[config.mk]
export PLATFORM = sky130hd
export DESIGN_NAME = bit_debounce_edge_flat
export DESIGN_NICKNAME = d
export VERILOG_FILES = /design/src/rtl/bit_debounce_edge_if.sv /design/src/rtl/bit_debounce_edge.sv /design/src/flat_wrapper.sv
export SDC_FILE = /design/constraint.sdc
export NUM_CORES = 1
export LEC_CHECK = 0
export ABC_AREA = 0
export BUFFER_PORTS_ARGS = -buffer_cell sky130_fd_sc_hd__buf_2
export CORE_AREA = 2 2 45 47
export DETAILED_ROUTE_END_ITERATION = 10
export DIE_AREA = 0 0 47 49
export PLACE_DENSITY = 0.88
export SLEW_MARGIN = 20
export SYNTH_ARGS = -nofsm -noshare
export SYNTH_HDL_FRONTEND = slang
export SYNTH_SLANG_ARGS = --single-unit
[constraint.sdc]
create_clock -name clk -period 6.2 [get_ports clk]
set_clock_uncertainty 0.1 [all_clocks]
set_input_delay 1.24 -clock clk [delete_from_list [all_inputs] [get_ports clk]]
set_output_delay 1.24 -clock clk [all_outputs]
set_load 0.05 [all_outputs]
[src/rtl/bit_debounce_edge_if.sv]
// Signal bundle between a level source and the bit_debounce_edge qualifier.
// glitch_cnt exists only when BIT_DEBOUNCE_GLITCH_CNT_EN is defined.
interface bit_debounce_edge_if #(
    parameter int CNT_W = 8
);
    logic             ena;
    logic             d;
    logic             q_stable;
    logic             rise;
    logic             fall;
    logic [CNT_W-1:0] edge_cnt;
`ifdef BIT_DEBOUNCE_GLITCH_CNT_EN
    logic [CNT_W-1:0] glitch_cnt;

    modport master (output ena, d, input q_stable, rise, fall, edge_cnt, glitch_cnt);
    modport slave  (input ena, d, output q_stable, rise, fall, edge_cnt, glitch_cnt);
`else
    modport master (output ena, d, input q_stable, rise, fall, edge_cnt);
    modport slave  (input ena, d, output q_stable, rise, fall, edge_cnt);
`endif
endinterface

[src/rtl/bit_debounce_edge.sv]
// Single-bit debouncer: accepts a level after STABLE_CYCLES stable samples, pulses rise/fall,
// counts qualified edges. Define BIT_DEBOUNCE_GLITCH_CNT_EN to add a saturating glitch counter.
module bit_debounce_edge #(
    parameter int STABLE_CYCLES = 4,
    parameter int CNT_W         = 8
) (
    input  logic                clk,
    input  logic                reset,
    bit_debounce_edge_if.slave  bus
);

    if (STABLE_CYCLES < 2 || STABLE_CYCLES > (2**CNT_W) - 1) begin : g_bad_param
        $error("bit_debounce_edge: STABLE_CYCLES out of range 2..2**CNT_W-1");
    end

    localparam logic [CNT_W-1:0] LAST = CNT_W'(STABLE_CYCLES - 1);

    typedef enum logic [1:0] {
        IDLE_LOW   = 2'd0,
        CHECK_HIGH = 2'd1,
        IDLE_HIGH  = 2'd2,
        CHECK_LOW  = 2'd3
    } state_t;

    state_t           state, state_n;
    logic [CNT_W-1:0] cnt, cnt_n;
    logic             d_r;
    logic             q_stable, q_stable_n;
    logic             rise, rise_n;
    logic             fall, fall_n;
    logic [CNT_W-1:0] edge_cnt, edge_cnt_n;

`ifdef BIT_DEBOUNCE_GLITCH_CNT_EN
    logic [CNT_W-1:0] glitch_cnt, glitch_cnt_n;

    function automatic logic [CNT_W-1:0] sat_inc(input logic [CNT_W-1:0] v);
        return (&v) ? v : v + 1'b1;
    endfunction
`endif

    always_comb begin
        state_n    = state;
        cnt_n      = cnt;
        q_stable_n = q_stable;
        rise_n     = 1'b0;
        fall_n     = 1'b0;
        edge_cnt_n = edge_cnt;
`ifdef BIT_DEBOUNCE_GLITCH_CNT_EN
        glitch_cnt_n = glitch_cnt;
`endif
        if (bus.ena) begin
            unique case (state)
                IDLE_LOW: begin
                    if (d_r) begin
                        state_n = CHECK_HIGH;
                        cnt_n   = CNT_W'(1);
                    end
                end
                CHECK_HIGH: begin
                    if (!d_r) begin
                        state_n = IDLE_LOW;
`ifdef BIT_DEBOUNCE_GLITCH_CNT_EN
                        glitch_cnt_n = sat_inc(glitch_cnt);
`endif
                    end else if (cnt == LAST) begin
                        state_n    = IDLE_HIGH;
                        q_stable_n = 1'b1;
                        rise_n     = 1'b1;
                        edge_cnt_n = edge_cnt + 1'b1;
                    end else begin
                        cnt_n = cnt + 1'b1;
                    end
                end
                IDLE_HIGH: begin
                    if (!d_r) begin
                        state_n = CHECK_LOW;
                        cnt_n   = CNT_W'(1);
                    end
                end
                CHECK_LOW: begin
                    if (d_r) begin
                        state_n = IDLE_HIGH;
`ifdef BIT_DEBOUNCE_GLITCH_CNT_EN
                        glitch_cnt_n = sat_inc(glitch_cnt);
`endif
                    end else if (cnt == LAST) begin
                        state_n    = IDLE_LOW;
                        q_stable_n = 1'b0;
                        fall_n     = 1'b1;
                        edge_cnt_n = edge_cnt + 1'b1;
                    end else begin
                        cnt_n = cnt + 1'b1;
                    end
                end
                default: state_n = IDLE_LOW;
            endcase
        end
    end

    // Input sample stage runs regardless of ena; the FSM only ever looks at d_r.
    always_ff @(posedge clk) begin
        if (reset) begin
            d_r      <= 1'b0;
            state    <= IDLE_LOW;
            cnt      <= '0;
            q_stable <= 1'b0;
            rise     <= 1'b0;
            fall     <= 1'b0;
            edge_cnt <= '0;
`ifdef BIT_DEBOUNCE_GLITCH_CNT_EN
            glitch_cnt <= '0;
`endif
        end else begin
            d_r      <= bus.d;
            state    <= state_n;
            cnt      <= cnt_n;
            q_stable <= q_stable_n;
            rise     <= rise_n;
            fall     <= fall_n;
            edge_cnt <= edge_cnt_n;
`ifdef BIT_DEBOUNCE_GLITCH_CNT_EN
            glitch_cnt <= glitch_cnt_n;
`endif
        end
    end

    assign bus.q_stable = q_stable;
    assign bus.rise     = rise;
    assign bus.fall     = fall;
    assign bus.edge_cnt = edge_cnt;
`ifdef BIT_DEBOUNCE_GLITCH_CNT_EN
    assign bus.glitch_cnt = glitch_cnt;
`endif

endmodule

[src/flat_wrapper.sv]
// flat-port wrapper written by rule: the top's interface ports become plain ports
module bit_debounce_edge_flat 
#(
    parameter int STABLE_CYCLES = 4,
    parameter int CNT_W         = 8
)
  (clk, reset, bus_ena, bus_d, bus_q_stable, bus_rise, bus_fall, bus_edge_cnt);
  bit_debounce_edge_if #(.CNT_W(CNT_W)) bus_i ();
  input  logic clk;
  input  logic reset;
  input wire logic [$bits(bus_i.ena)-1:0] bus_ena;
  input wire logic [$bits(bus_i.d)-1:0] bus_d;
  output wire logic [$bits(bus_i.q_stable)-1:0] bus_q_stable;
  output wire logic [$bits(bus_i.rise)-1:0] bus_rise;
  output wire logic [$bits(bus_i.fall)-1:0] bus_fall;
  output wire logic [$bits(bus_i.edge_cnt)-1:0] bus_edge_cnt;
  assign bus_i.ena = bus_ena;
  assign bus_i.d = bus_d;
  assign bus_q_stable = bus_i.q_stable;
  assign bus_rise = bus_i.rise;
  assign bus_fall = bus_i.fall;
  assign bus_edge_cnt = bus_i.edge_cnt;
  bit_debounce_edge #(.STABLE_CYCLES(STABLE_CYCLES), .CNT_W(CNT_W)) u_core (.clk(clk), .reset(reset), .bus(bus_i));
endmodule
Yosys cells after proc, flatten, opt, wreduce, memory -nomap -nowiden
Index checks and enable logic that the tools add are counted.
{ "totals": {"register_bits": 22, "latch_bits": 0, "ram_bits": 0, "rom_bits": 0, "inputBits": 4, "out_inout_bits": 11, "word_cells": 56, "memories": 0} }
{ "op_classes": {"add_sub_neg": 2, "multipliers": 0, "div": 0, "n_lt_le_gt_ge": 0, "eq_ne": 12, "shifts": 0, "mux": 23, "bitwise_logic": 4, "n_reduce_logical": 8} }
{ "ops": {"columns": ["op", "count"], "rows": [
  ["two-way mux 8 bit", 8],
  ["case mux 8 bit (4 select lines)", 1],
  ["adder 8 x 1 -> 8 bit, second input constant", 2],
  ["case mux 8 bit (2 select lines)", 1],
  ["two-way mux 2 bit", 6],
  ["AND reduction 5 bit", 2],
  ["== test 8 x 2 -> 1 bit, second input constant", 1],
  ["inequality test 2 x 1 -> 1 bit, second input constant", 4],
  ["case mux 2 bit (4 select lines)", 1],
  ["OR reduction 4 bit", 2],
  ["AND reduction 6 bit", 1],
  ["two-way mux 1 bit", 5],
  ["== test 2 bit, second input constant", 2],
  ["inequality test 2 bit, second input constant", 2],
  ["NOT 1 bit", 4],
  ["AND reduction 4 bit", 1],
  ["inequality test 3 x 1 -> 1 bit, second input constant", 1],
  ["inequality test 3 bit, second input constant", 1],
  ["== test 2 x 1 -> 1 bit, second input constant", 1],
  ["zero test 2 bit", 1],
  ["case mux 1 bit (2 select lines)", 1],
  ["nonzero test 2 bit", 1]
]} }

Longest topological paths before layout
{ "depth": {"depth_word": 4, "mapped_depth": 5, "mapped_depth_nobuf": 5} }

Worst setup path before layout
Ideal clock, no wire load.
{ "synth_timing": {"path_type": "input -> register", "start": "in bus_ena", "end": "reg u_core.edge_cnt[7], in the netlist u_core.bus.edge_cnt[7]", "setup_time_ps": 71, "t_arrival_ps": 2377, "required_time_ps": 6029, "setup_slack_ps": 3652, "cell_stages": 5, "path_buffers": 1, "cell_sequence": "clkbuf_8 nand4_1 or4_4 or3_1 a21oi_1"} }
{ "synth_between": {"elab_chain_len": 1} }
{ "synth_lines": {"columns": ["element", "line", "rtl"], "rows": [
  ["start: declaration", "flat_wrapper.sv:11", "input wire logic [$bits(bus_i.ena)-1:0] bus_ena;"],
  ["AND reduction 4 bit (no line)", null, null],
  ["end signal: assignment", "bit_debounce_edge.sv:120", "edge_cnt <= edge_cnt_n;"],
  ["end: declaration", "bit_debounce_edge.sv:31", "logic [CNT_W-1:0] edge_cnt, edge_cnt_n;"]
]} }
Every way passes these cells.
A chain may end at the register's enable or synchronous reset.

Worst setup path in the final report
{ "layout_timing": {"start": "reg u_core.edge_cnt[3], in the netlist u_core.bus.edge_cnt[3]", "end": "out bus_edge_cnt[3]"} }
{ "layout_rtl": {"columns": ["element", "line", "rtl"], "rows": [
  ["end: declaration", "flat_wrapper.sv:16", "output wire logic [$bits(bus_i.edge_cnt)-1:0] bus_edge_cnt;"]
]} }
No word-level cell between the ends.

==> impl_summary.log <==
[metrics] number of resized instances in the post-cts repair step: 0
[metrics] worst hold path cell count: 2
[metrics] antenna violations before repair: 0
[metrics] floorplan die area: 2300 um^2
[metrics] WP buf/inv: 1
[metrics] Filler Cell Count: 177
[metrics] GPL Wtd Cong: 0.865
[metrics] critical path arrival: 1.04 ns
[metrics] Pleak: 0.426 nW
[metrics] later-pin clock latency in the skew report: 0.32 ns
[metrics] commonest non-fill, non-tap cells in the layout: sky130_fd_sc_hd__dfxtp_1 (22), sky130_fd_sc_hd__buf_2 (14), sky130_fd_sc_hd__nand2_1 (9)
[metrics] top cell type's share of synthesized area: 45.1%
[metrics] via density per instance: 5.64
[metrics] clock-pin slew on the worst setup and hold paths: 0.13 ns
[metrics] Slowest cell on crit path: sky130_fd_sc_hd__dfxtp_1
[metrics] combined area of the multi-input logic cells: 508 um^2
[metrics] effective utilization at floorplan: 53.1%
[metrics] number of gates on the worst path with buffers counted: 1
[metrics] synthesized net count: 113
[metrics] vias in the first global route: 738
[metrics] worst slack at placement: 3.55 ns
[metrics] routed via count: 841
[metrics] outcome: finished, final reports clean
[metrics] biggest area contributors in the synthesized netlist: sky130_fd_sc_hd__dfxtp_1 (45%), sky130_fd_sc_hd__xor2_1 (4.5%), sky130_fd_sc_hd__a21oi_1 (4.1%)
[metrics] HPWL after detailed placement: 1380 um
[metrics] worst path cell trace: buf_2
[metrics] launching element type of the critical path: flop
[metrics] largest driver fanout on the critical path: 5
[metrics] CTS H-tree depth: 1
[metrics] root buf cell: sky130_fd_sc_hd__clkbuf_4
[metrics] global route total overflow: 0
[metrics] worst slew margin relative to its limit: 56.8%
[metrics] Remaining DRCs: 0
[metrics] final setup violating endpoints: 0
[metrics] data required time of the worst path: 4.86 ns
[metrics] count of input and output buffers: 14
[metrics] std cell rows: 16
[metrics] Post-Layout Inst Area: 1110 um^2
[metrics] measured slew at the worst slew-check pin: 0.643 ns
[metrics] cell count after synthesis: 107
[metrics] number of buffers created by CTS: 3
[metrics] clock tree sinks: 22
[metrics] worst-case register-to-register setup slack: 4.01 ns
[metrics] CTS tree: yes
[metrics] total negative slack: 0 ns
[metrics] number of setup buffers added after CTS: 0
[metrics] number of top-level pins: 15
[metrics] proportion of layout cells with a drive suffix above 1: 18.0%
[metrics] initial DRC count: 13
[metrics] Post-DP Area: 1060 um^2
[metrics] critical path class: flop to output pin
[metrics] Die Ht: 49 um
[metrics] worst hold path class: flop to flop
[metrics] Antenna diodes: 0
[metrics] kind of cell adding the most delay to the critical path: flip-flops
[metrics] number of distinct library cells after synthesis: 29
[metrics] fraction of the core area covered by cells at the end of the flow: 60.4%
[metrics] area grow syn2layout: 13.8%
[metrics] number of maximum-capacitance constraint violations: 0
[metrics] overall track demand over capacity in global routing: 18.6%
[metrics] number of routed nets with antenna violations: 0
[metrics] number of flops mapped to enable cells by yosys: 0
[metrics] Post-synth ARST share: 0%
[metrics] routed wire length: 1870 um
[metrics] final net count: 129
[metrics] global-route wire length before repair: 3110 um
[metrics] total iterations of the first detailed-routing run: 5
[metrics] non-filler instance count after layout: 149
[metrics] min setup slack post-route: 3.82 ns
[metrics] number of instances in the placed design: 145
[metrics] most common library cell in the layout ignoring fill and taps: sky130_fd_sc_hd__dfxtp_1
[metrics] count of synthesis-stage warnings from yosys: 0
[metrics] post-synthesis cell type with the largest combined area: sky130_fd_sc_hd__dfxtp_1
[metrics] maximum number of pins on one net before global-route repair: 23
[metrics] sequential cell area: 440 um^2
[metrics] leading register cell type out of synthesis: sky130_fd_sc_hd__dfxtp_1
[metrics] cell area power density: 234 nW/um^2
[metrics] count of hold buffers inserted by post-cts repair: 0
[metrics] number of buffers on the longest clock path: 2
[metrics] worst hold margin: 0.356 ns
[metrics] Critical Path Max Stage Delay: 0.43 ns
[metrics] RSZ-0062 raised after global routing: no
[metrics] crit end category: output pin
[metrics] ratio of final minimum period to clock period: 38.4%
[metrics] area of the mapped netlist: 977 um^2
[metrics] depth of the worst register-to-register path: 5
[metrics] shortest period the worst path allows: 2.38 ns
[metrics] wire length per cell: 12.5 um
[metrics] VDD IR max: 0.161 mV
[metrics] Overall Power: 0.261 mW
[metrics] final-report hold violation count: 0
[metrics] max frequency: 0.420 GHz
[metrics] flip-flop and latch count after synthesis: 22
[metrics] Synth Area per Inst: 9.13 um^2
[metrics] Die Width: 47 um
[metrics] max-slew violation total from the final report: 0
[metrics] Core Box Area: 1840 um^2
[metrics] proportion of synthesized chip area in sequential cells: 45.1%
[where the power goes]
group / switching [mW] / leakage, nW / total, mW / internal (mW)
combinational: 0.00540 / 0.221 / 0.00764 / 0.00223
clock: 0.0442 / 0.0279 / 0.110 / 0.0654
sequential: 0.00123 / 0.178 / 0.143 / 0.142
total: 0.0508 / 0.426 / 0.261 / 0.210
[kinds of logic (layout without fill, tap and decap cells)]
| logic type | after synthesis | in the layout | synth area share, % |
|---|---|---|---|
| buffers and inverters | 5 | 20 | 2.95 |
| adders and majority gates | 2 | 2 | 2.56 |
| DFF | 22 | 22 | 45.1 |
| and+or+nand+nor | 49 | 49 | 28.7 |
| muxes | 3 | 3 | 3.07 |
| xor gates and xnor gates | 9 | 9 | 8.07 |
| AOI/OAI and AO/OA | 17 | 17 | 9.60 |
[final cells by class]
cell class	instances	area share, %
clock buffer	3	2.02
clock inverter	1	2.70
inverter	2	0.675
multi-input combinational	80	45.7
sequential	22	39.6
tap	27	3.04
timing repair buffer	14	6.30
[Yosys cell counts (2+ instances only)]
master                     instances
sky130_fd_sc_hd__clkbuf_1          2
sky130_fd_sc_hd__nor2_1            6
sky130_fd_sc_hd__or2_2             2
sky130_fd_sc_hd__xnor2_1           4
sky130_fd_sc_hd__ha_1              2
sky130_fd_sc_hd__nand2_1           9
sky130_fd_sc_hd__or3_1             6
sky130_fd_sc_hd__nor3_1            8
sky130_fd_sc_hd__o21ai_0           4
sky130_fd_sc_hd__dfxtp_1          22
sky130_fd_sc_hd__mux2i_1           3
sky130_fd_sc_hd__xor2_1            5
sky130_fd_sc_hd__a21oi_1           8
sky130_fd_sc_hd__nand3_1           4
sky130_fd_sc_hd__nand4_1           4
sky130_fd_sc_hd__or4_4             2
sky130_fd_sc_hd__nor4b_1           2
sky130_fd_sc_hd__o21ai_1           2
sky130_fd_sc_hd__inv_1             2
[sequential cells by signal (all words and copies together), names as in the netlist, named ones only]
signal,cells
u_core.cnt,8
u_core.bus.fall,1
u_core.bus.q_stable,1
u_core.state,1
u_core.bus.edge_cnt,8
u_core.d_r,1
u_core.bus.rise,1
[routing by layer]
| metal | track usage (%) | routed length, um | up-vias |
|---|---|---|---|
| met4 | 9.72 | 53 | 0 |
| met3 | 3.33 | 70 | 7 |
| met2 | 29.9 | 897 | 24 |
| met5 | 0 | 0 | - |
| li1 | - | - | 420 |
| met1 | 22.7 | 847 | 390 |
[worst paths after layout]
check / end / start
setup / recovery: bus_edge_cnt[3] / u_core.bus.edge_cnt[3]$_SDFFE_PP0P_
hold / removal: u_core.bus.q_stable$_SDFFE_PP0P_ / u_core.bus.q_stable$_SDFFE_PP0P_
setup reg to reg: u_core.bus.edge_cnt[6]$_SDFFE_PP0P_ / u_core.cnt[0]$_SDFFE_PP0P_
hold reg to reg: u_core.bus.q_stable$_SDFFE_PP0P_ / u_core.bus.q_stable$_SDFFE_PP0P_
(Power assumes the default switching activity.)
